==> config.mk <==
export PLATFORM = sky130hd
export DESIGN_NAME = serial_subtractor_flat
export DESIGN_NICKNAME = d
export VERILOG_FILES = /design/src/rtl/serial_subtractor_if.sv /design/src/rtl/serial_subtractor.sv /design/src/flat_wrapper.sv
export SDC_FILE = /design/constraint.sdc
export NUM_CORES = 1
export LEC_CHECK = 0
export BUFFER_PORTS_ARGS = -buffer_cell sky130_fd_sc_hd__buf_2
export CORE_UTILIZATION = 62
export CTS_BUF_LIST = sky130_fd_sc_hd__clkbuf_8
export DETAILED_ROUTE_END_ITERATION = 8
export PLACE_DENSITY_LB_ADDON = 0.05
export SYNTH_ARGS = -nofsm -noshare
export SYNTH_HDL_FRONTEND = slang
export SYNTH_SLANG_ARGS = --single-unit
==> constraint.sdc <==
create_clock -name i_clk -period 2.7 [get_ports i_clk]
set_input_delay 0.54 -clock i_clk [delete_from_list [all_inputs] [get_ports i_clk]]
set_output_delay 0.54 -clock i_clk [all_outputs]
set_load 0.005 [all_outputs]
==> src/rtl/serial_subtractor_if.sv <==
// Request/result bundle for the bit-serial subtractor.
interface serial_subtractor_if #(
  parameter int unsigned WIDTH = 8
);
  logic             i_start;
  logic [WIDTH-1:0] i_minuend;
  logic [WIDTH-1:0] i_subtrahend;
  logic             i_borrow_in;
  logic             o_busy;
  logic             o_done;
  logic [WIDTH-1:0] o_diff;
  logic             o_borrow;

  // Requester side: drives operands, observes status and result.
  modport master (
    output i_start, i_minuend, i_subtrahend, i_borrow_in,
    input  o_busy, o_done, o_diff, o_borrow
  );

  // Subtractor side.
  modport slave (
    input  i_start, i_minuend, i_subtrahend, i_borrow_in,
    output o_busy, o_done, o_diff, o_borrow
  );
endinterface

==> src/rtl/serial_subtractor.sv <==
// Bit-serial LSB-first unsigned subtractor: diff = A - B - borrow_in.
// One bit per clock through a registered borrow; result lands on DONE.
module serial_subtractor #(
  parameter int unsigned WIDTH = 8
) (
  input  logic               i_clk,
  input  logic               i_rst,
  serial_subtractor_if.slave bus
);

  localparam int unsigned CNT_W = (WIDTH > 1) ? $clog2(WIDTH) : 1;
  localparam logic [CNT_W-1:0] LAST_BIT = CNT_W'(WIDTH - 1);

  typedef enum logic [1:0] {
    S_IDLE = 2'd0,
    S_RUN  = 2'd1,
    S_DONE = 2'd2
  } state_t;

  state_t           r_state;
  logic [WIDTH-1:0] r_a;
  logic [WIDTH-1:0] r_b;
  logic [WIDTH-1:0] r_res;
  logic             r_br;
  logic [CNT_W-1:0] r_cnt;
  logic             r_busy;
  logic             r_done;
  logic [WIDTH-1:0] r_diff;
  logic             r_borrow;

  logic             w_a;
  logic             w_b;
  logic             w_d;
  logic             w_br_next;
  logic [WIDTH-1:0] w_res_next;
  logic             w_accept;

  // Full-subtractor step on the current LSBs and the running borrow.
  assign w_a        = r_a[0];
  assign w_b        = r_b[0];
  assign w_d        = w_a ^ w_b ^ r_br;
  assign w_br_next  = (~w_a & w_b) | (~(w_a ^ w_b) & r_br);
  assign w_res_next = {w_d, r_res[WIDTH-1:1]};
  assign w_accept   = bus.i_start && (r_state != S_RUN);

  // Control FSM plus serial datapath; status and result are registered.
  always_ff @(posedge i_clk or posedge i_rst) begin
    if (i_rst) begin
      r_state  <= S_IDLE;
      r_a      <= '0;
      r_b      <= '0;
      r_res    <= '0;
      r_br     <= 1'b0;
      r_cnt    <= '0;
      r_busy   <= 1'b0;
      r_done   <= 1'b0;
      r_diff   <= '0;
      r_borrow <= 1'b0;
    end else begin
      r_done <= 1'b0;
      case (r_state)
        S_IDLE, S_DONE: begin
          if (w_accept) begin
            r_a     <= bus.i_minuend;
            r_b     <= bus.i_subtrahend;
            r_br    <= bus.i_borrow_in;
            r_res   <= '0;
            r_cnt   <= '0;
            r_busy  <= 1'b1;
            r_state <= S_RUN;
          end else begin
            r_busy  <= 1'b0;
            r_state <= S_IDLE;
          end
        end
        S_RUN: begin
          r_a   <= {1'b0, r_a[WIDTH-1:1]};
          r_b   <= {1'b0, r_b[WIDTH-1:1]};
          r_res <= w_res_next;
          r_br  <= w_br_next;
          if (r_cnt == LAST_BIT) begin
            r_diff   <= w_res_next;
            r_borrow <= w_br_next;
            r_busy   <= 1'b0;
            r_done   <= 1'b1;
            r_state  <= S_DONE;
          end else begin
            r_cnt <= r_cnt + CNT_W'(1);
          end
        end
        default: begin
          r_busy  <= 1'b0;
          r_state <= S_IDLE;
        end
      endcase
    end
  end

  assign bus.o_busy   = r_busy;
  assign bus.o_done   = r_done;
  assign bus.o_diff   = r_diff;
  assign bus.o_borrow = r_borrow;

endmodule

==> src/flat_wrapper.sv <==
// flat-port wrapper written by rule: the top's interface ports become plain ports
module serial_subtractor_flat 
#(
  parameter int unsigned WIDTH = 8
)
  (i_clk, i_rst, bus_i_start, bus_i_minuend, bus_i_subtrahend, bus_i_borrow_in, bus_o_busy, bus_o_done, bus_o_diff, bus_o_borrow);
  serial_subtractor_if #(.WIDTH(WIDTH)) bus_i ();
  input  logic i_clk;
  input  logic i_rst;
  input wire logic [$bits(bus_i.i_start)-1:0] bus_i_start;
  input wire logic [$bits(bus_i.i_minuend)-1:0] bus_i_minuend;
  input wire logic [$bits(bus_i.i_subtrahend)-1:0] bus_i_subtrahend;
  input wire logic [$bits(bus_i.i_borrow_in)-1:0] bus_i_borrow_in;
  output wire logic [$bits(bus_i.o_busy)-1:0] bus_o_busy;
  output wire logic [$bits(bus_i.o_done)-1:0] bus_o_done;
  output wire logic [$bits(bus_i.o_diff)-1:0] bus_o_diff;
  output wire logic [$bits(bus_i.o_borrow)-1:0] bus_o_borrow;
  assign bus_i.i_start = bus_i_start;
  assign bus_i.i_minuend = bus_i_minuend;
  assign bus_i.i_subtrahend = bus_i_subtrahend;
  assign bus_i.i_borrow_in = bus_i_borrow_in;
  assign bus_o_busy = bus_i.o_busy;
  assign bus_o_done = bus_i.o_done;
  assign bus_o_diff = bus_i.o_diff;
  assign bus_o_borrow = bus_i.o_borrow;
  serial_subtractor #(.WIDTH(WIDTH)) u_core (.i_clk(i_clk), .i_rst(i_rst), .bus(bus_i));
endmodule
==> impl_metrics.py, run 1 <==
metrics = {
    "drt": {
        "top_layer": "met4",
        "ant_nets": 0,
        "vias": 1229,
        "drtIter0Drc": 25,
        "drc": 0,
        "drt_wl_total_um": 3028,
        "met3_length_um": 92,
        "wl_met1_um": 1363,
        "vias_per_cell": 5.770,
        "route.detailed.wl_per_inst_um": 14.22,
        "dr_wl_met2_um": 1520,
        "drt_pass1_iterations": 5,
    },
    "placed_design": {
        "gp_congestion": 0.7179,
        "pre_cts_slack_ns": 0.8607,
        "io_buffers": 30,
        "dp_cells": 205,
        "dp_hpwl_um": 2137,
    },
    "clocking": {
        "post-cts-setup-buffer-count": 0,
        "cts_made_buffers": 5,
        "path_clk_slew_ns": 0.08,
        "cts_max_level": 2,
        "hold_buffers": 0,
        "cts_sinks": 40,
        "insertion_delay_ns": 0.28,
        "tritoncts": "done",
        "root_buffer": "clkbuf_8",
        "clockBufferDepth": 2,
        "ctsResizeCount": 0,
    },
    "final_layout": {
        "drive_gt1_share_pct": 29.12,
        "antenna_cells": 0,
        "final_cell_count_no_fill": 213,
        "seqCellArea_um2": 1001,
        "fillCellCount": 210,
        "layout-area-overhead-vs-synth_pct": 12.20,
        "multi_input_area_um2": 703.2,
        "utilization_pct": 73.46,
        "fin_nets": 204,
    },
    "critical_path": {
        "path_class": "register to register",
        "rr_startpoint": "u_core.r_state[0]",
        "setup.worst_path.start_class": "register",
        "rr_endpoint": "u_core.r_b[6]",
        "crit_required_ns": 2.87,
        "crit_path_end_kind": "register",
        "crit_buf_inv": 0,
        "cp_max_fo": 31,
        "cp_slowest_cell": "dfrtp_1",
        "slowest_delay_ns": 0.92,
        "r2r_setup_slack_ns": 0.84,
        "crit_chain": "nor2_1 -> a21o_1 -> a221o_1",
        "cp_top_family": "flip-flops",
        "cp.arrival_ns": 2.03,
        "reg2regPathDepth": 3,
    },
    "floorplanning": {
        "dieHeight_um": 55.97,
        "io_pins": 31,
        "core_area_um2": 2758,
        "initial_core_util_pct": 65.47,
        "fp.dieW_um": 55.97,
        "rows": 19,
        "die-area_um2": 3132,
    },
    "synthesis": {
        "async_flop_share_pct": 100.0,
        "ys_types": 30,
        "yosysWarningCount": 0,
        "synth_area_leader_cell": "dfrtp_1",
        "synth_top_cell_area_share_pct": 55.44,
        "syn-num-nets": 177,
        "synth_area_um2": 1805,
        "synthTopCellsByArea": "dfrtp_1 (55%), mux2_2 (5.6%), mux2i_1 (5.0%)",
        "synth-edff-count": 0,
        "ys_seq_area_share_pct": 55.44,
        "syn_inst": 154,
        "ys_seq_elements": 40,
        "syn_avg_cell_area_um2": 11.72,
        "synthFlopType": "dfrtp_1",
    },
    "global_routing": {
        "grt_overflow": 0,
        "grt_pass1_wl_um": 5354,
        "antenna_found_initial": 0,
        "first_global_vias": 1196,
        "groute.usage.overall_pct": 22.22,
        "grt_max_degree": 41,
    },
    "sta": {
        "fin_setup_tns_ns": 0,
        "slew-limit-headroom_pct": 41.76,
        "slew_violations": 0,
        "timing.fmax_mhz": 536.8,
        "rsz0062_at_grt": "no",
        "setup-violations-final": 0,
        "fin_crit_ns": 1.863,
        "period_share_pct": 69.00,
        "worst_pin_slew_ns": 0.8737,
        "setup_ws_ns": 0.8371,
        "skew_ns": 0.005835,
        "finalHoldViolCount": 0,
    },
    "status": {
        "status": "completed",
    },
    "hold_path": {
        "hp-class": "input pin to asynchronous set/reset pin",
    },
    "pwr": {
        "vdd_ir_drop_max_uv": 916.1,
        "power_density_nw_per_um2": 1088,
        "p_leak_uw": 0.001013,
    },
    "run": {
        "maxCapViolCount": 0,
    },
}
cell usage in the layout (no fill, tap or decap):
cell	Yosys	layout
a221o_1	1	1
nand2_1	8	8
fa_1	1	1
ha_1	2	2
buf_4	2	1
buf_2	5	30
nand3b_4	1	1
nor2b_1	9	9
clkinv_2	0	2
a22o_1	7	7
a21o_1	1	1
o211ai_1	1	1
o21ai_2	1	1
a21oi_1	14	14
mux2_2	9	9
clkinv_4	0	1
nand2b_1	2	2
nor2_1	2	2
nand3_2	2	2
mux2i_1	9	9
a211oi_1	8	8
nand3_1	3	3
nor3b_1	1	1
inv_1	10	10
dfrtp_1	40	40
and3b_1	1	1
clkbuf_8	0	5
or3b_4	1	1
o21ai_0	3	3
o22ai_1	6	6
per-stage QoR:
stage | instance area, µm² | hold slack [ns] | power [µW]
floorplan | 1805 | 0.4622 | 1647
global placement | 1938 | 0.4555 | 1785
detailed placement | 1938 | 0.4613 | 1845
CTS | 2026 | 0.3721 | 2228
global route | 2026 | 0.4215 | 2373
finish | 2026 | 0.3591 | 2203
flip-flops by register name, indices dropped and copies added, names as in the netlist:
signal	cells
u_core.r_cnt	3
u_core.bus.o_borrow	1
u_core.bus.o_busy	1
u_core.r_res	7
u_core.bus.o_diff	8
u_core.bus.o_done	1
u_core.r_br	1
u_core.r_b	8
u_core.r_a	8
u_core.r_state	2
report_power, final:
group          leakage, µW  switching, µW  total [µW]  internal, µW
Clock            0.0000479            196         376           180
Combinational     0.000467            343         742           398
Sequential        0.000498            225        1090           861
layer usage:
metal | track usage, % | vias to the layer above
li1 | - | 598
met1 | 27.88 | 595
met2 | 37.76 | 29
met3 | 4.884 | 7
met4 | 8.362 | 0
met5 | 0 | -
logic make-up after synthesis:
| kind of cell | after synthesis | synth area share [%] |
|---|---|---|
| fa+ha+maj | 3 | 2.495 |
| simple gates | 30 | 10.46 |
| buf+inv | 21 | 5.613 |
| flops | 40 | 55.44 |
| mux | 18 | 10.60 |
| compound gates | 42 | 15.39 |
worst register-to-register path, delay by kind of cell (launching register included):
family,cells,cell delay (ns)
simple gates,1,0.15
flops,1,0.92
compound gates,2,0.69
synth_stat cells, types with 3 or more instances:
master    count
a211oi_1      8
a21oi_1      14
a22o_1        7
buf_2         5
dfrtp_1      40
inv_1        10
mux2_2        9
mux2i_1       9
nand2_1       8
nand3_1       3
nor2b_1       9
o21ai_0       3
o22ai_1       6
area by class of cell:
class,count,area share (%)
multi-input combinational,93,34.71
clock inverter,3,0.9265
inverter,10,1.853
timing repair buffer,31,7.783
clock buffer,5,3.397
sequential,40,49.41
tap,31,1.915
how the worst max path moves through the flow:
stage | start | endpoint | slack (ns) | cells past startpoint
finish | u_core.r_state[0] | u_core.r_b[6] | 0.84 | 3
global route | u_core.r_state[0] | u_core.r_b[6] | 0.71 | 3
CTS | u_core.r_state[0] | u_core.r_b[6] | 0.86 | 3
detailed placement | u_core.r_state[0] | u_core.r_b[6] | 0.86 | 3
global placement | u_core.r_state[0] | u_core.r_b[6] | 0.91 | 3
floorplan | u_core.r_cnt[0] | u_core.bus.o_diff[0] | 1.13 | 5
No activity file was read; power rests on OpenSTA's default activity.
==> inputs of run 2 (changes only) <==
- ABC_AREA: default -> 1
- CORE_UTILIZATION: 62 -> 51
- clock period: 2.7 -> 1.53 ns (I/O delays scaled with it)
==> run 2 against run 1 <==
Effect of this change: via count is 7.6% higher; setup slack worse by 0.74 ns; wire length is 0.50% lower; first-iteration DRC count is 52% higher; worst hold slack worse by 0.23 ns; clock skew is 0.0017 ns lower; sequential cell count stayed put; synthesized area is 5.1% lower; combinational power is 90% higher.
==> impl_metrics.py, run 2 <==
metrics = {
    "status": {
        "status": "completed",
    },
    "final_layout": {
        "final_cell_mix": "nand2_1 (76), nand3_1 (40), dfrtp_1 (40)",
        "utilization_pct": 63.52,
        "final_common_cell": "nand2_1",
        "layout-area-overhead-vs-synth_pct": 15.91,
        "drive_gt1_share_pct": 20.26,
        "antenna_cells": 0,
        "fin_nets": 249,
    },
    "sta": {
        "rsz0062_at_grt": "no",
        "slew-limit-headroom_pct": 66.48,
        "fin_setup_tns_ns": 0,
        "timing.fmax_mhz": 697.4,
        "skew_ns": 0.004182,
        "setup-violations-final": 0,
        "finalHoldViolCount": 0,
        "fin_crit_ns": 1.434,
        "whs_ns": 0.1286,
        "slew_violations": 0,
        "period_share_pct": 93.72,
        "worst_pin_slew_ns": 0.5010,
    },
    "synthesis": {
        "synthTopCellsByArea": "dfrtp_1 (58%), nand2_1 (17%), nand3_1 (12%)",
        "async_flop_share_pct": 100.0,
        "syn_avg_cell_area_um2": 8.928,
        "synth-edff-count": 0,
        "synthFlopType": "dfrtp_1",
        "yosysMostFrequentCell": "nand2_1",
        "yosysWarningCount": 0,
        "synth_common_cells": "nand2_1 (76), dfrtp_1 (40), nand3_1 (40)",
        "ys_seq_elements": 40,
        "synth_area_um2": 1714,
        "ys_types": 15,
        "synth_top_cell_area_share_pct": 58.39,
        "ys_seq_area_share_pct": 58.39,
        "synth_area_leader_cell": "dfrtp_1",
        "syn_inst": 192,
        "syn-num-nets": 215,
    },
    "global_routing": {
        "antenna_found_initial": 0,
        "grt_pass1_wl_um": 5299,
        "first_global_vias": 1251,
        "groute.usage.overall_pct": 20.15,
        "grt_max_degree": 41,
        "grt_overflow": 0,
    },
    "drt": {
        "drc": 0,
        "met3_length_um": 107,
        "drt_pass1_iterations": 4,
        "drtIter0Drc": 38,
        "route.detailed.wl_per_inst_um": 11.12,
        "vias_per_cell": 4.882,
        "top_layer": "met4",
        "vias": 1323,
        "wl_met1_um": 1382,
        "drt_wl_total_um": 3013,
        "dr_wl_met2_um": 1464,
        "ant_nets": 0,
    },
    "placed_design": {
        "dp_hpwl_um": 2064,
        "gp_congestion": 0.7021,
        "io_buffers": 30,
    },
    "critical_path": {
        "path_class": "register to register",
        "reg2regPathDepth": 6,
        "slowest_delay_ns": 0.40,
        "rr_startpoint": "u_core.r_cnt[0]",
        "cp_slowest_cell": "dfrtp_1",
        "crit_buf_inv": 1,
        "cp_top_family": "adder cells",
        "crit_chain": "ha_1 -> ha_1 -> inv_1 -> nand3_1 -> nand3_1 -> nand2_1",
        "cp.arrival_ns": 1.61,
        "crit_required_ns": 1.71,
        "cp_max_fo": 4,
        "rr_endpoint": "u_core.r_cnt[0]",
        "setup.worst_path.start_class": "register",
        "r2r_setup_slack_ns": 0.1,
        "crit_path_end_kind": "register",
    },
    "pwr": {
        "vdd_ir_drop_max_uv": 895.0,
        "p_leak_uw": 0.001078,
        "power_density_nw_per_um2": 1959,
    },
    "clocking": {
        "ctsResizeCount": 0,
        "tritoncts": "done",
        "clockBufferDepth": 2,
        "insertion_delay_ns": 0.28,
        "cts_sinks": 40,
        "cts_max_level": 2,
        "hold_buffers": 0,
        "post-cts-setup-buffer-count": 0,
        "cts_made_buffers": 5,
        "path_clk_slew_ns": 0.07,
        "root_buffer": "clkbuf_8",
    },
    "floorplanning": {
        "rows": 20,
        "core_area_um2": 3128,
        "fp.dieW_um": 59.98,
        "initial_core_util_pct": 54.80,
        "dieHeight_um": 59.98,
        "die-area_um2": 3597,
        "io_pins": 31,
    },
    "hold_path": {
        "hp-class": "input pin to asynchronous set/reset pin",
    },
    "run": {
        "maxCapViolCount": 0,
    },
}
[run 2: per-stage QoR]
| step | cells | power, µW | worst slack, ns | cell area [µm²] |
|---|---|---|---|---|
| 2_1_floorplan | 192 | 2855 | 0.2356 | 1714 |
| 3_3_place_gp | 263 | 3183 | 0.1810 | 1897 |
| 3_5_place_dp | 263 | 3249 | 0.1081 | 1897 |
| 4_1_cts | 271 | 3952 | 0.09767 | 1987 |
| 5_1_grt | 271 | 4284 | 0.004449 | 1987 |
| 6_report | 271 | 3892 | 0.09607 | 1987 |
[run 2: final cells by class]
class	instances	area, µm²
inverter	12	45.04
clock buffer	6	82.58
fill	291	1141
timing repair buffer	34	180.2
clock inverter	2	7.507
multi-input combinational	133	615.6
tap	44	55.05
sequential	40	1001
[run 2: worst register-to-register path: stages (launching register included)]
cell and delay (ns):
dfrtp_1 0.40, ha_1 0.21, ha_1 0.24, inv_1 0.15
nand3_1 0.16, nand3_1 0.11, nand2_1 0.06
[run 2: report_power, final]
group	total (µW)	switching [µW]	leakage, µW	internal, µW
logic	1410	851	0.000521	561
registers	1800	259	0.000504	1540
clock network	683	329	0.0000538	354
total	3890	1440	0.00108	2450
[run 2: worst max path at each step]
stage / from / cells past startpoint / to / slack [ns]
2_1_floorplan: u_core.r_cnt[0] / 6 / u_core.r_cnt[0] / 0.24
5_1_grt: u_core.r_cnt[0] / 6 / u_core.r_cnt[1] / 0.004
6_report: u_core.r_cnt[0] / 6 / u_core.r_cnt[0] / 0.1
3_3_place_gp: u_core.r_cnt[0] / 6 / u_core.r_cnt[1] / 0.18
4_1_cts: u_core.r_cnt[0] / 6 / u_core.r_cnt[0] / 0.1
3_5_place_dp: u_core.r_cnt[0] / 6 / u_core.r_cnt[0] / 0.11
[run 2: cells by family after synthesis]
family	after synthesis	share of synthesized area (%)
simple gates	124	31.53
flops	40	58.39
fa+ha+maj	3	2.628
buf+inv	19	5.693
compound gates	6	1.752
[run 2: routing by layer]
| metal | global-route usage (%) | vias to the layer above |
|---|---|---|
| met1 | 23.28 | 608 |
| met4 | 8.970 | 0 |
| met3 | 5.195 | 7 |
| li1 | - | 678 |
| met5 | 0 | - |
| met2 | 34.92 | 30 |
==> inputs of run 3 (changes only) <==
- CORE_UTILIZATION: 51 -> 57
- clock period: 1.53 -> 1.6 ns (I/O delays scaled with it)
==> run 3 against run 2 <==
Effect of this change: the flow now finishes with violations (DRC); final area down 0.32%; sequential share of layout area is 0.16 points higher; clock power rose by 17%; non-clock buffer count decreased by 1; via count increased by 0.68%; core utilization rose by 7.1 points.
==> impl_metrics.py, run 3 (synthesis results as in run 2) <==
metrics = {
    "status": {
        "status": "finished with violations",
        "failed_checks": "DRC",
    },
    "final_layout": {
        "final_common_cell": "nand2_1",
        "layout-area-overhead-vs-synth_pct": 15.55,
        "fin_area_um2": 1981,
        "drive_gt1_share_pct": 20.35,
        "fin_nets": 248,
        "antenna_cells": 0,
        "final_cell_mix": "nand2_1 (76), nand3_1 (40), dfrtp_1 (40)",
    },
    "global_routing": {
        "grt_pass1_wl_um": 5161,
        "grt_overflow": 0,
        "groute.usage.overall_pct": 21.98,
        "first_global_vias": 1224,
        "grt_max_degree": 41,
        "antenna_found_initial": 0,
    },
    "floorplanning": {
        "rows": 19,
        "initial_core_util_pct": 61.11,
        "fp.dieW_um": 56.84,
        "core_area_um2": 2805,
        "io_pins": 31,
        "die-area_um2": 3231,
        "dieHeight_um": 56.84,
    },
    "critical_path": {
        "cp_top_family": "adder cells",
        "rr_endpoint": "u_core.r_cnt[1]",
        "path_class": "register to register",
        "cp_slowest_cell": "dfrtp_1",
        "startpoint": "u_core.r_cnt[0]",
        "reg2regPathDepth": 6,
        "crit_chain": "ha_1 -> ha_1 -> inv_1 -> nand3_1 -> nand3_1 -> nand2_1",
        "rr_startpoint": "u_core.r_cnt[0]",
        "cp_max_fo": 4,
        "setup.worst_path.start_class": "register",
        "slowest_delay_ns": 0.41,
        "cp.arrival_ns": 1.63,
        "r2r_setup_slack_ns": 0.15,
        "crit_path_end_kind": "register",
        "crit_buf_inv": 1,
        "crit_required_ns": 1.78,
    },
    "sta": {
        "fin_crit_ns": 1.454,
        "timing.fmax_mhz": 687.7,
        "fin_setup_tns_ns": 0,
        "slew-limit-headroom_pct": 56.66,
        "finalHoldViolCount": 0,
        "slew_violations": 0,
        "period_share_pct": 90.88,
        "setup-violations-final": 0,
        "rsz0062_at_grt": "no",
        "skew_ns": 0.003038,
        "worst_pin_slew_ns": 0.6494,
    },
    "drt": {
        "route.detailed.wl_per_inst_um": 12.45,
        "drc": 2,
        "vias": 1332,
        "drt_pass1_iterations": 6,
        "ant_nets": 0,
        "vias_per_cell": 5.183,
        "drt_wl_total_um": 3199,
        "drtIter0Drc": 48,
    },
    "placed_design": {
        "io_buffers": 30,
        "place_area_um2": 1873,
        "gp_congestion": 0.7165,
        "dp_hpwl_um": 2129,
    },
    "clocking": {
        "clockBufferDepth": 2,
        "insertion_delay_ns": 0.29,
        "path_clk_slew_ns": 0.07,
        "cts_max_level": 2,
        "post-cts-setup-buffer-count": 0,
        "root_buffer": "clkbuf_8",
        "tritoncts": "done",
        "hold_buffers": 0,
        "cts_sinks": 40,
        "ctsResizeCount": 0,
        "cts_made_buffers": 5,
    },
    "pwr": {
        "power_density_nw_per_um2": 1968,
        "vdd_ir_drop_max_uv": 965.4,
        "p_leak_uw": 0.001078,
        "power_uw": 3897,
    },
    "run": {
        "maxCapViolCount": 0,
    },
    "hold_path": {
        "hp-class": "input pin to asynchronous set/reset pin",
    },
}
-- run 3: worst max-delay path by stage --
stage	end	slack [ns]	cells after the start
after floorplan	u_core.r_cnt[0]	0.31	6
after global placement	u_core.r_cnt[0]	0.25	6
after detailed placement	u_core.r_cnt[2]	0.17	6
after CTS	u_core.r_cnt[2]	0.16	6
after global routing	u_core.r_cnt[0]	0.06	6
final	u_core.r_cnt[1]	0.15	6
-- run 3: per-stage QoR --
stage | worst slack, ns | cells | hold slack (ns) | util (%)
after floorplan | 0.3056 | 192 | 0.4368 | -
after detailed placement | 0.1716 | 249 | 0.4561 | 66.77
after CTS | 0.1602 | 257 | 0.1429 | 70.61
after global placement | 0.2519 | 249 | 0.4488 | 66.77
final | 0.1460 | 257 | 0.1270 | 70.61
after global routing | 0.05723 | 257 | 0.1735 | 70.61
-- run 3: layout make-up --
class	instances	area [µm²]
fill	236	824.5
tap	31	38.79
inverter	12	45.04
timing repair buffer	33	172.7
multi-input combinational	133	615.6
clock buffer	5	68.82
clock inverter	3	38.79
sequential	40	1001
-- run 3: metal layers --
layer	global-route usage, %	up-vias	wire [µm]
li1	-	676	-
met1	24.80	621	1430
met2	38.27	29	1588
met3	7.604	6	128
met4	8.362	0	51
met5	0	-	0
-- run 3: worst register-to-register path: stages (launching register included) --
cell and delay [ns]:
dfrtp_1 0.41, ha_1 0.21, ha_1 0.24, inv_1 0.15, nand3_1 0.16, nand3_1 0.10, nand2_1 0.07
-- run 3: report_power, final --
group,internal [µW],switching [µW]
sequential,1470,258
combinational,537,835
clock,456,340
total,2460,1430
